--- src/rtl/mux_arbiter.sv ---
// ---------------------------------------------------------------------------
// mux_arbiter
//
// Round-robin, packet-locked arbiter that shares one mux datapath among
// N = 2**SELECT_LINES requesters. A requester that wins keeps the grant
// until it completes a packet (a transfer carrying in_last). Ownership then
// passes to the next requester in rotation, with no idle cycle in between.
// grant, select and busy are registered, so there is no combinational path
// from req to grant. select is meant to drive the select lines of a mux
// instance that has the same SELECT_LINES.
//
// Parameters
//   SELECT_LINES    width of select; N = 2**SELECT_LINES requesters
//   TIMEOUT_CYCLES  idle-owner cycles before the grant is revoked (1..65535),
//                   used only when MUX_ARBITER_TIMEOUT_EN is defined
//
// Optional feature macro
//   MUX_ARBITER_TIMEOUT_EN  when defined, an owner that holds the grant with
//                           req low for TIMEOUT_CYCLES cycles loses the
//                           grant, and timeout pulses for one cycle. When it
//                           is not defined, timeout is tied low and a grant
//                           is held until in_last.
//
// Ports
//   clk        in   1             rising-edge clock
//   rst_n      in   1             asynchronous active-low reset
//   req        in   N             per-requester valid
//   in_last    in   N             per-requester end-of-packet (qualified by req)
//   in_ready   out  N             per-requester accept = grant & {N{out_ready}}
//   out_ready  in   1             downstream accept
//   out_valid  out  1             busy & req[select]
//   out_last   out  1             busy & req[select] & in_last[select]
//   grant      out  N             registered one-hot owner, zero when idle
//   select     out  SELECT_LINES  registered binary owner index
//   busy       out  1             registered, high while a grant is held
//   timeout    out  1             registered one-cycle pulse on revocation
// ---------------------------------------------------------------------------
module mux_arbiter #(
   parameter int SELECT_LINES   = 2,
   parameter int TIMEOUT_CYCLES = 16
) (
   input  logic                           clk,
   input  logic                           rst_n,
   input  logic [(2**SELECT_LINES)-1:0]   req,
   input  logic [(2**SELECT_LINES)-1:0]   in_last,
   output logic [(2**SELECT_LINES)-1:0]   in_ready,
   input  logic                           out_ready,
   output logic                           out_valid,
   output logic                           out_last,
   output logic [(2**SELECT_LINES)-1:0]   grant,
   output logic [SELECT_LINES-1:0]        select,
   output logic                           busy,
   output logic                           timeout
);

   localparam int N = 2**SELECT_LINES;

   typedef enum logic {
      ST_IDLE = 1'b0,
      ST_BUSY = 1'b1
   } state_t;

   // Round-robin search. The result is {found, index}. The search starts at
   // base+1 and wraps modulo N; offset N lands back on base, so base itself
   // is the last candidate. The loop runs from the farthest offset to the
   // nearest, so the nearest asserted request overwrites the others and wins.
   function automatic logic [SELECT_LINES:0] rr_pick(
      input logic [N-1:0]            r,
      input logic [SELECT_LINES-1:0] base
   );
      logic [SELECT_LINES:0]   res;
      logic [SELECT_LINES-1:0] idx;
      res = '0;
      for (int k = N; k >= 1; k--) begin
         // Truncating to SELECT_LINES bits gives the modulo-N wrap, since N
         // is a power of two.
         idx = base + SELECT_LINES'(k);
         if (r[idx]) begin
            res = {1'b1, idx};
         end
      end
      return res;
   endfunction

   // Converts a binary index into a one-hot grant vector.
   function automatic logic [N-1:0] to_onehot(input logic [SELECT_LINES-1:0] idx);
      logic [N-1:0] v;
      v      = '0;
      v[idx] = 1'b1;
      return v;
   endfunction

   state_t                  state_r;
   logic [N-1:0]            grant_r;
   logic [SELECT_LINES-1:0] select_r;
   logic                    busy_r;
   logic [SELECT_LINES-1:0] last_winner_r;

   logic [SELECT_LINES:0]   idle_pick_s;
   logic [SELECT_LINES:0]   busy_pick_s;
   logic                    owner_req_s;
   logic                    last_xfer_s;

`ifdef MUX_ARBITER_TIMEOUT_EN
   localparam logic [15:0] TIMEOUT_LIMIT = 16'(TIMEOUT_CYCLES - 1);
   logic [15:0]             idle_cnt_r;
   logic                    timeout_r;
   logic                    expire_s;
`endif

   // In IDLE the search starts after the previous winner. At a packet
   // boundary it starts after the current owner, and the owner is still
   // eligible as the last candidate.
   assign idle_pick_s = rr_pick(req, last_winner_r);
   assign busy_pick_s = rr_pick(req, select_r);

   assign owner_req_s = req[select_r];
   assign last_xfer_s = busy_r & owner_req_s & out_ready & in_last[select_r];

`ifdef MUX_ARBITER_TIMEOUT_EN
   // This is the cycle that brings the idle count to TIMEOUT_CYCLES.
   assign expire_s = busy_r & ~owner_req_s & (idle_cnt_r == TIMEOUT_LIMIT);
`endif

   // Arbitration FSM. It owns grant/select/busy, the rotation pointer and
   // the optional idle-owner timeout.
   always_ff @(posedge clk or negedge rst_n) begin
      if (!rst_n) begin
         state_r       <= ST_IDLE;
         grant_r       <= '0;
         select_r      <= '0;
         busy_r        <= 1'b0;
         last_winner_r <= SELECT_LINES'(N - 1);
`ifdef MUX_ARBITER_TIMEOUT_EN
         idle_cnt_r    <= 16'd0;
         timeout_r     <= 1'b0;
`endif
      end else begin
`ifdef MUX_ARBITER_TIMEOUT_EN
         timeout_r <= 1'b0;
`endif
         case (state_r)
            ST_IDLE: begin
`ifdef MUX_ARBITER_TIMEOUT_EN
               idle_cnt_r <= 16'd0;
`endif
               if (idle_pick_s[SELECT_LINES]) begin
                  grant_r       <= to_onehot(idle_pick_s[SELECT_LINES-1:0]);
                  select_r      <= idle_pick_s[SELECT_LINES-1:0];
                  last_winner_r <= idle_pick_s[SELECT_LINES-1:0];
                  busy_r        <= 1'b1;
                  state_r       <= ST_BUSY;
               end else begin
                  // select keeps its last value while idle.
                  grant_r <= '0;
                  busy_r  <= 1'b0;
                  state_r <= ST_IDLE;
               end
            end

            ST_BUSY: begin
`ifdef MUX_ARBITER_TIMEOUT_EN
               if (expire_s) begin
                  // Revocation does not re-arbitrate in the same cycle.
                  // last_winner already points at the revoked owner, so
                  // that owner has the lowest priority next time.
                  grant_r    <= '0;
                  busy_r     <= 1'b0;
                  state_r    <= ST_IDLE;
                  timeout_r  <= 1'b1;
                  idle_cnt_r <= 16'd0;
               end else
`endif
               if (last_xfer_s) begin
                  if (busy_pick_s[SELECT_LINES]) begin
                     grant_r       <= to_onehot(busy_pick_s[SELECT_LINES-1:0]);
                     select_r      <= busy_pick_s[SELECT_LINES-1:0];
                     last_winner_r <= busy_pick_s[SELECT_LINES-1:0];
                     busy_r        <= 1'b1;
                     state_r       <= ST_BUSY;
                  end else begin
                     grant_r <= '0;
                     busy_r  <= 1'b0;
                     state_r <= ST_IDLE;
                  end
`ifdef MUX_ARBITER_TIMEOUT_EN
                  idle_cnt_r <= 16'd0;
`endif
               end else begin
                  // Mid-packet or stalled: the grant is held, and requests
                  // from other requesters are not looked at.
                  grant_r <= grant_r;
                  busy_r  <= 1'b1;
                  state_r <= ST_BUSY;
`ifdef MUX_ARBITER_TIMEOUT_EN
                  if (owner_req_s) begin
                     idle_cnt_r <= 16'd0;
                  end else begin
                     idle_cnt_r <= idle_cnt_r + 16'd1;
                  end
`endif
               end
            end

            default: begin
               state_r <= ST_IDLE;
               grant_r <= '0;
               busy_r  <= 1'b0;
            end
         endcase
      end
   end

   assign grant     = grant_r;
   assign select    = select_r;
   assign busy      = busy_r;
   assign in_ready  = grant_r & {N{out_ready}};
   assign out_valid = busy_r & owner_req_s;
   assign out_last  = busy_r & owner_req_s & in_last[select_r];

`ifdef MUX_ARBITER_TIMEOUT_EN
   assign timeout = timeout_r;
`else
   assign timeout = 1'b0;
`endif

endmodule
--- config.mk ---
export PLATFORM = sky130hd
export DESIGN_NAME = mux_arbiter
export DESIGN_NICKNAME = d
export VERILOG_FILES = /design/src/rtl/mux_arbiter.sv
export SDC_FILE = /design/constraint.sdc
export NUM_CORES = 1
export LEC_CHECK = 0
export CORE_MARGIN = 2
export CORE_UTILIZATION = 45
export DETAILED_ROUTE_END_ITERATION = 16
export PLACE_DENSITY = 0.9
export SETUP_SLACK_MARGIN = 0.4
export SYNTH_ARGS = -nofsm -noshare
export SYNTH_HDL_FRONTEND = slang
export SYNTH_SLANG_ARGS = --single-unit
export TNS_END_PERCENT = 20
--- constraint.sdc ---
create_clock -name clk -period 3.5 [get_ports clk]
set_input_delay 0.525 -clock clk [delete_from_list [all_inputs] [get_ports clk]]
set_output_delay 0.525 -clock clk [all_outputs]
set_load 0.005 [all_outputs]
==> run summary, run 1 <==
Skew-Pair Late Insertion Delay: 260 ps
Syn Area/Cell: 9.42 µm²
HP Class: flip-flop to flip-flop
CTS tree: done
Yosys top cell area share: 24.1%
Largest net degree at the start of global routing: 11
Sw Share: 35.6%
Finished Cell Area: 967 µm²
P_leak: 0.368 nW
First-pass GRT wire length: 2.97 mm
Internal power: 433 µW
Max_cap viols: 0
Outcome: complete, no violations
Post-CTS Hold Buffers: 0
DRC: 0
Detailed Route WL: 1.65 mm
Clock power frac: 11.7%
Antenna violations before repair: 0
TritonRoute pass-1 iters: 4
Gr usage total: 20.7%
Reg clk slew, reported paths: 60 ps
Startpoint Class: primary input
H-Tree Depth: 1
Dpl cell area: 941 µm²
Crit Path Max Fanout: 10
Post-synth top area cell: dfrtp_1
CTS resizes: 0
GPL Wtd Cong: 0.821
Yosys warnings: 0
GR Overflow Total: 0
ANT nets after route: 0
Final setup skew: 4.28 ps
Actual slew at the worst max-slew pin: 853 ps
Die height: 44.2 µm
FP Rows: 14
Logic gate share of total power: 56.7%
Worst Path Arrival: 2330 ps
Seq cells post-synth: 9
Final-report setup violation count: 0
Vias in the first global route: 673
Die Wd: 44.2 µm
I/O pin total: 25
Post-synth ARST share: 100%
Mapped Cells: 77
Ranking of synthesized cells by area: dfrtp_1 (24%), dfstp_2 (7.2%), mux4_2 (6.2%)
Die area: 1950 µm²
Maximum VDD drop: 428 µV
Final period utilization: 81.6%
Synthesized area: 726 µm²
Total CTS buffers: 3
Clock tree buffer depth: 2
Input/output buffers: 23
Post-synth top cells: dfrtp_1 (7), and2_1 (5), nand2b_1 (5), nor2b_1 (5)
Final setup TNS: 0 ps
Switch Pwr: 239 µW
Post-CTS setup buffer count: 0
Pins Over Slew Limit: 0
Top FF cell, synth: dfrtp_1
Nets: 111
Core area: 1510 µm²
Flop pwr share: 31.7%
Min Tclk post-route: 2860 ps
CP required: 2970 ps
Number of flops mapped to enable cells by yosys: 0
DR vias: 689
Max-slew headroom: 42.6%
Post-DP HPWL: 1.32 mm
Avg WL per Cell: 14.4 µm
Count leader, synth: dfrtp_1
RSZ-0062 raised after global routing: false
Setup CP Type: primary input to output pin
Worst Setup End Kind: output pin
Final Power: 672 µW
Starting Density: 48.2%
Sequential area share after synthesis: 31.4%
1st-iter DRT viols: 23
Max Freq: 350 MHz
Final hold vios: 0
DR vias/cell: 5.99
ANT cells: 0
Synth-to-layout area growth: 33.3%
Syn Nets: 88
Synth unique cells: 39
Fill cell count: 122
Clock sink count: 9
CTS root buf: clkbuf_4
Share of cells above drive strength 1: 12.1%
PwrDens: 694 nW/µm²
-- critical path, cell delays in order --
cell	delay (ps)
clkdlybuf4s50_1	560
mux4_2	590
and3_2	230
clkdlybuf4s50_1	440
-- final cells by class --
type                       count  area [µm²]  area share, %
inverter                       2        7.51          0.776
multi-input combinational     61         455           47.1
sequential                     9         228           23.5
tap                           16        20.0           2.07
timing repair buffer          23         230           23.8
clock buffer                   4        26.3           2.72
-- per-stage QoR --
step | util (%) | hold WS, ps | std cells | worst slack [ps]
floorplan | - | 229 | 77 | 1520
global placement | 62.5 | 477 | 111 | 694
detailed placement | 62.5 | 499 | 111 | 637
CTS | 64.2 | 512 | 115 | 639
global route | 64.2 | 558 | 115 | 589
finish | 64.2 | 505 | 115 | 643
-- flip-flops by register name (all words and copies together), names as in the netlist --
register / count
busy: 1
grant: 4
last_winner_r: 2
select: 2
-- power by group through the flow --
stage	Combinational [mW]	Clock [mW]	Sequential [mW]
6_report	0.381	0.0784	0.213
5_1_grt	0.420	0.0857	0.221
4_1_cts	0.384	0.0800	0.212
3_5_place_dp	0.381	0	0.213
3_3_place_gp	0.366	0	0.212
2_1_floorplan	0.259	0	0.186
-- cells in the final DEF (no fill, tap or decap), drive strengths merged, types with 2 or more instances in the layout --
cell type,Yosys,layout
a21o,2,2
and2,5,5
clkbuf,1,4
clkdlybuf4s50,0,23
dfrtp,7,7
dfstp,2,2
inv,2,2
mux2,3,3
mux4,2,2
nand2,4,4
nand2b,5,5
nand3,3,3
nor2,4,4
nor2b,5,5
o21a,2,2
o21ai,6,6
o22a,2,2
o32a,2,2
-- cells by family after synthesis --
kind of cell | Yosys count | synth area share (%)
AO/OA/AOI/OAI | 23 | 24.8
buffers and inverters | 7 | 5.86
flip-flops | 9 | 31.4
multiplexers | 6 | 12.2
other | 1 | 0.517
AND/OR/NAND/NOR | 31 | 25.2
-- per-layer routing --
layer  global-route usage, %  wire length (µm)  vias up
li1                        -                 -      326
met1                    24.7               655      329
met2                    35.6               854       30
met3                    6.12               120        4
met4                    6.67                23        0
met5                       0                 0        -
-- path summary, 6_finish.rpt --
| path | startpoint | end | slack (ps) | depth (start not counted) |
|---|---|---|---|---|
| min in group asynchronous | rst_n | grant[3] | 550 | 1 |
| min | grant[0] | grant[0] | 500 | 2 |
| min reg2reg | grant[0] | grant[0] | 500 | 2 |
| max in group asynchronous | rst_n | last_winner_r[0] | 2630 | 1 |
| max | req[3] | out_last | 640 | 4 |
| max reg2reg | select[0] | select[0] | 1490 | 4 |
(Power assumes the default switching activity.)
==> run 2: changes to the inputs <==
Settings changed: CORE_UTILIZATION 45 to 39, PLACE_DENSITY 0.9 to 0.83.
Clock period 3.5 ns to 2.5 ns, I/O delays scaled along.
==> run 2 against run 1 <==
Via count is 4.9% higher; die area grew 14%; cell count up 17%; global-route usage fell by 2.5 points; utilization shrank 3.9 points; critical path type unchanged; register-to-register slack got worse by 890 ps; hold slack got worse by 99 ps; combinational power up 57%; sequential cell count did not move; setup slack got worse by 190 ps.
==> run summary, run 2 (synthesized netlist as in run 1, its figures left out) <==
Pins Over Slew Limit: 0
Outcome: complete, no violations
Total CTS buffers: 3
Clock tree buffer depth: 2
CTS root buf: clkbuf_4
Area occupied by multi-input gates: 459 µm²
PwrDens: 957 nW/µm²
Setup CP Type: primary input to output pin
Max Freq: 487 MHz
Die height: 47.1 µm
CTS tree: done
Placed cells: 126
I/O pin total: 25
Finished Layout Cells: 134
TritonRoute pass-1 iters: 4
FF-to-FF path depth: 5
Fill cell count: 171
Detailed Route WL: 1.81 mm
HP Class: primary input to asynchronous set/reset pin
Most frequent cells in the layout: clkdlybuf4s50_1 (17), buf_4 (10), dlygate4sd2_1 (6)
DR vias: 723
Reg2Reg Setup Slack: 600 ps
Max_cap viols: 0
P_leak: 0.424 nW
Post-DP HPWL: 1.36 mm
Max FFs per register: 4
DRC: 0
Input/output buffers: 23
CP required: 2120 ps
Core area: 1750 µm²
RSZ-0062 raised after global routing: false
Final setup TNS: 0 ps
Final-report setup violation count: 0
Skew-Pair Late Insertion Delay: 260 ps
First-pass GRT wire length: 2.84 mm
RR Startpoint: last_winner_r[0]
GPL Wtd Cong: 0.805
Final period utilization: 82.1%
Die area: 2220 µm²
Maximum VDD drop: 751 µV
Final hold vios: 0
Post-CTS Hold Buffers: 0
Worst Path Arrival: 1680 ps
Gr usage total: 18.2%
Commonest non-fill, non-tap cell in the layout: clkdlybuf4s50_1
Antenna violations before repair: 0
Starting Density: 41.6%
Max-slew headroom: 54.0%
ANT nets after route: 0
Share of cells above drive strength 1: 22.0%
Post-route core utilization: 60.3%
DR vias/cell: 5.40
Vias in the first global route: 642
GR Overflow Total: 0
Largest net degree at the start of global routing: 11
Sequential cell area: 230 µm²
Actual slew at the worst max-slew pin: 682 ps
Nets: 121
H-Tree Depth: 1
Crit Path Max Fanout: 2
Final setup skew: 5.81 ps
Worst Setup End Kind: output pin
1st-iter DRT viols: 14
Min Tclk post-route: 2050 ps
Startpoint Class: primary input
ANT cells: 0
Clock sink count: 9
FP Rows: 15
Avg WL per Cell: 13.5 µm
Die Wd: 47.1 µm
Reg clk slew, reported paths: 60 ps
Reg2reg end: select[0]
Synth-to-layout area growth: 45.0%
==> run 2: changes by cell type in the layout (fill, tap and decap cells not counted), sizes merged <==
cell / before / now
clkdlybuf4s50: 23 / 17
dlygate4sd2: 0 / 6
buf: 0 / 10
==> run 2: power breakdown <==
part	internal (mW)	total, mW	switching (mW)
Sequential	0.223	0.299	0.0764
Combinational	0.368	0.597	0.229
Clock	0.0614	0.111	0.0493
Total	0.652	1.01	0.354
==> run 2: repair_timing <==
action	CTS	global route
endpoints found under the setup margin	2	2
endpoints found under the hold margin	0	0
setup buffers	2	2
gates resized for setup	8	1
pin swaps	1	1
==> run 2: stage by stage <==
stage               setup slack, ps  area (µm²)  hold WS, ps  total power, mW
floorplan                       665         726         79.4            0.624
global placement                161         997          475            0.826
detailed placement              151         997          506            0.846
CTS                             402        1040          409            0.984
global route                    399        1050          431             1.09
finish                          448        1050          406             1.01
==> run 2: how the worst max path moves through the flow <==
stage | depth (start not counted) | slack (ps) | from | endpoint
after CTS | 4 | 400 | in_last[3] | out_last
after floorplan | 5 | 670 | select[0] | select[0]
after global routing | 3 | 400 | select[0] | out_last
after global placement | 4 | 160 | req[3] | out_last
after detailed placement | 7 | 150 | req[3] | select[0]
final | 4 | 450 | in_last[3] | out_last
==> run 2: critical path, cell delays in order <==
cell             delay [ps]
clkdlybuf4s50_1         390
mux4_2                  470
and3_4                  190
dlygate4sd2_1           250
==> run 2: layer usage <==
metal,up-vias,track usage [%],share of wire [%]
li1,345,-,-
met1,345,21.6,42
met2,31,32.1,51
met3,2,6.15,6.7
met4,0,3.33,0.22
met5,-,0,0
==> run 2: final cells by class <==
cell class | instances | area share, %
well taps | 25 | 2.97
flip-flops and latches | 9 | 21.9
multi-input cells | 61 | 43.6
inverters | 2 | 0.713
repair buffers | 33 | 28.3
clock buffers | 4 | 2.50
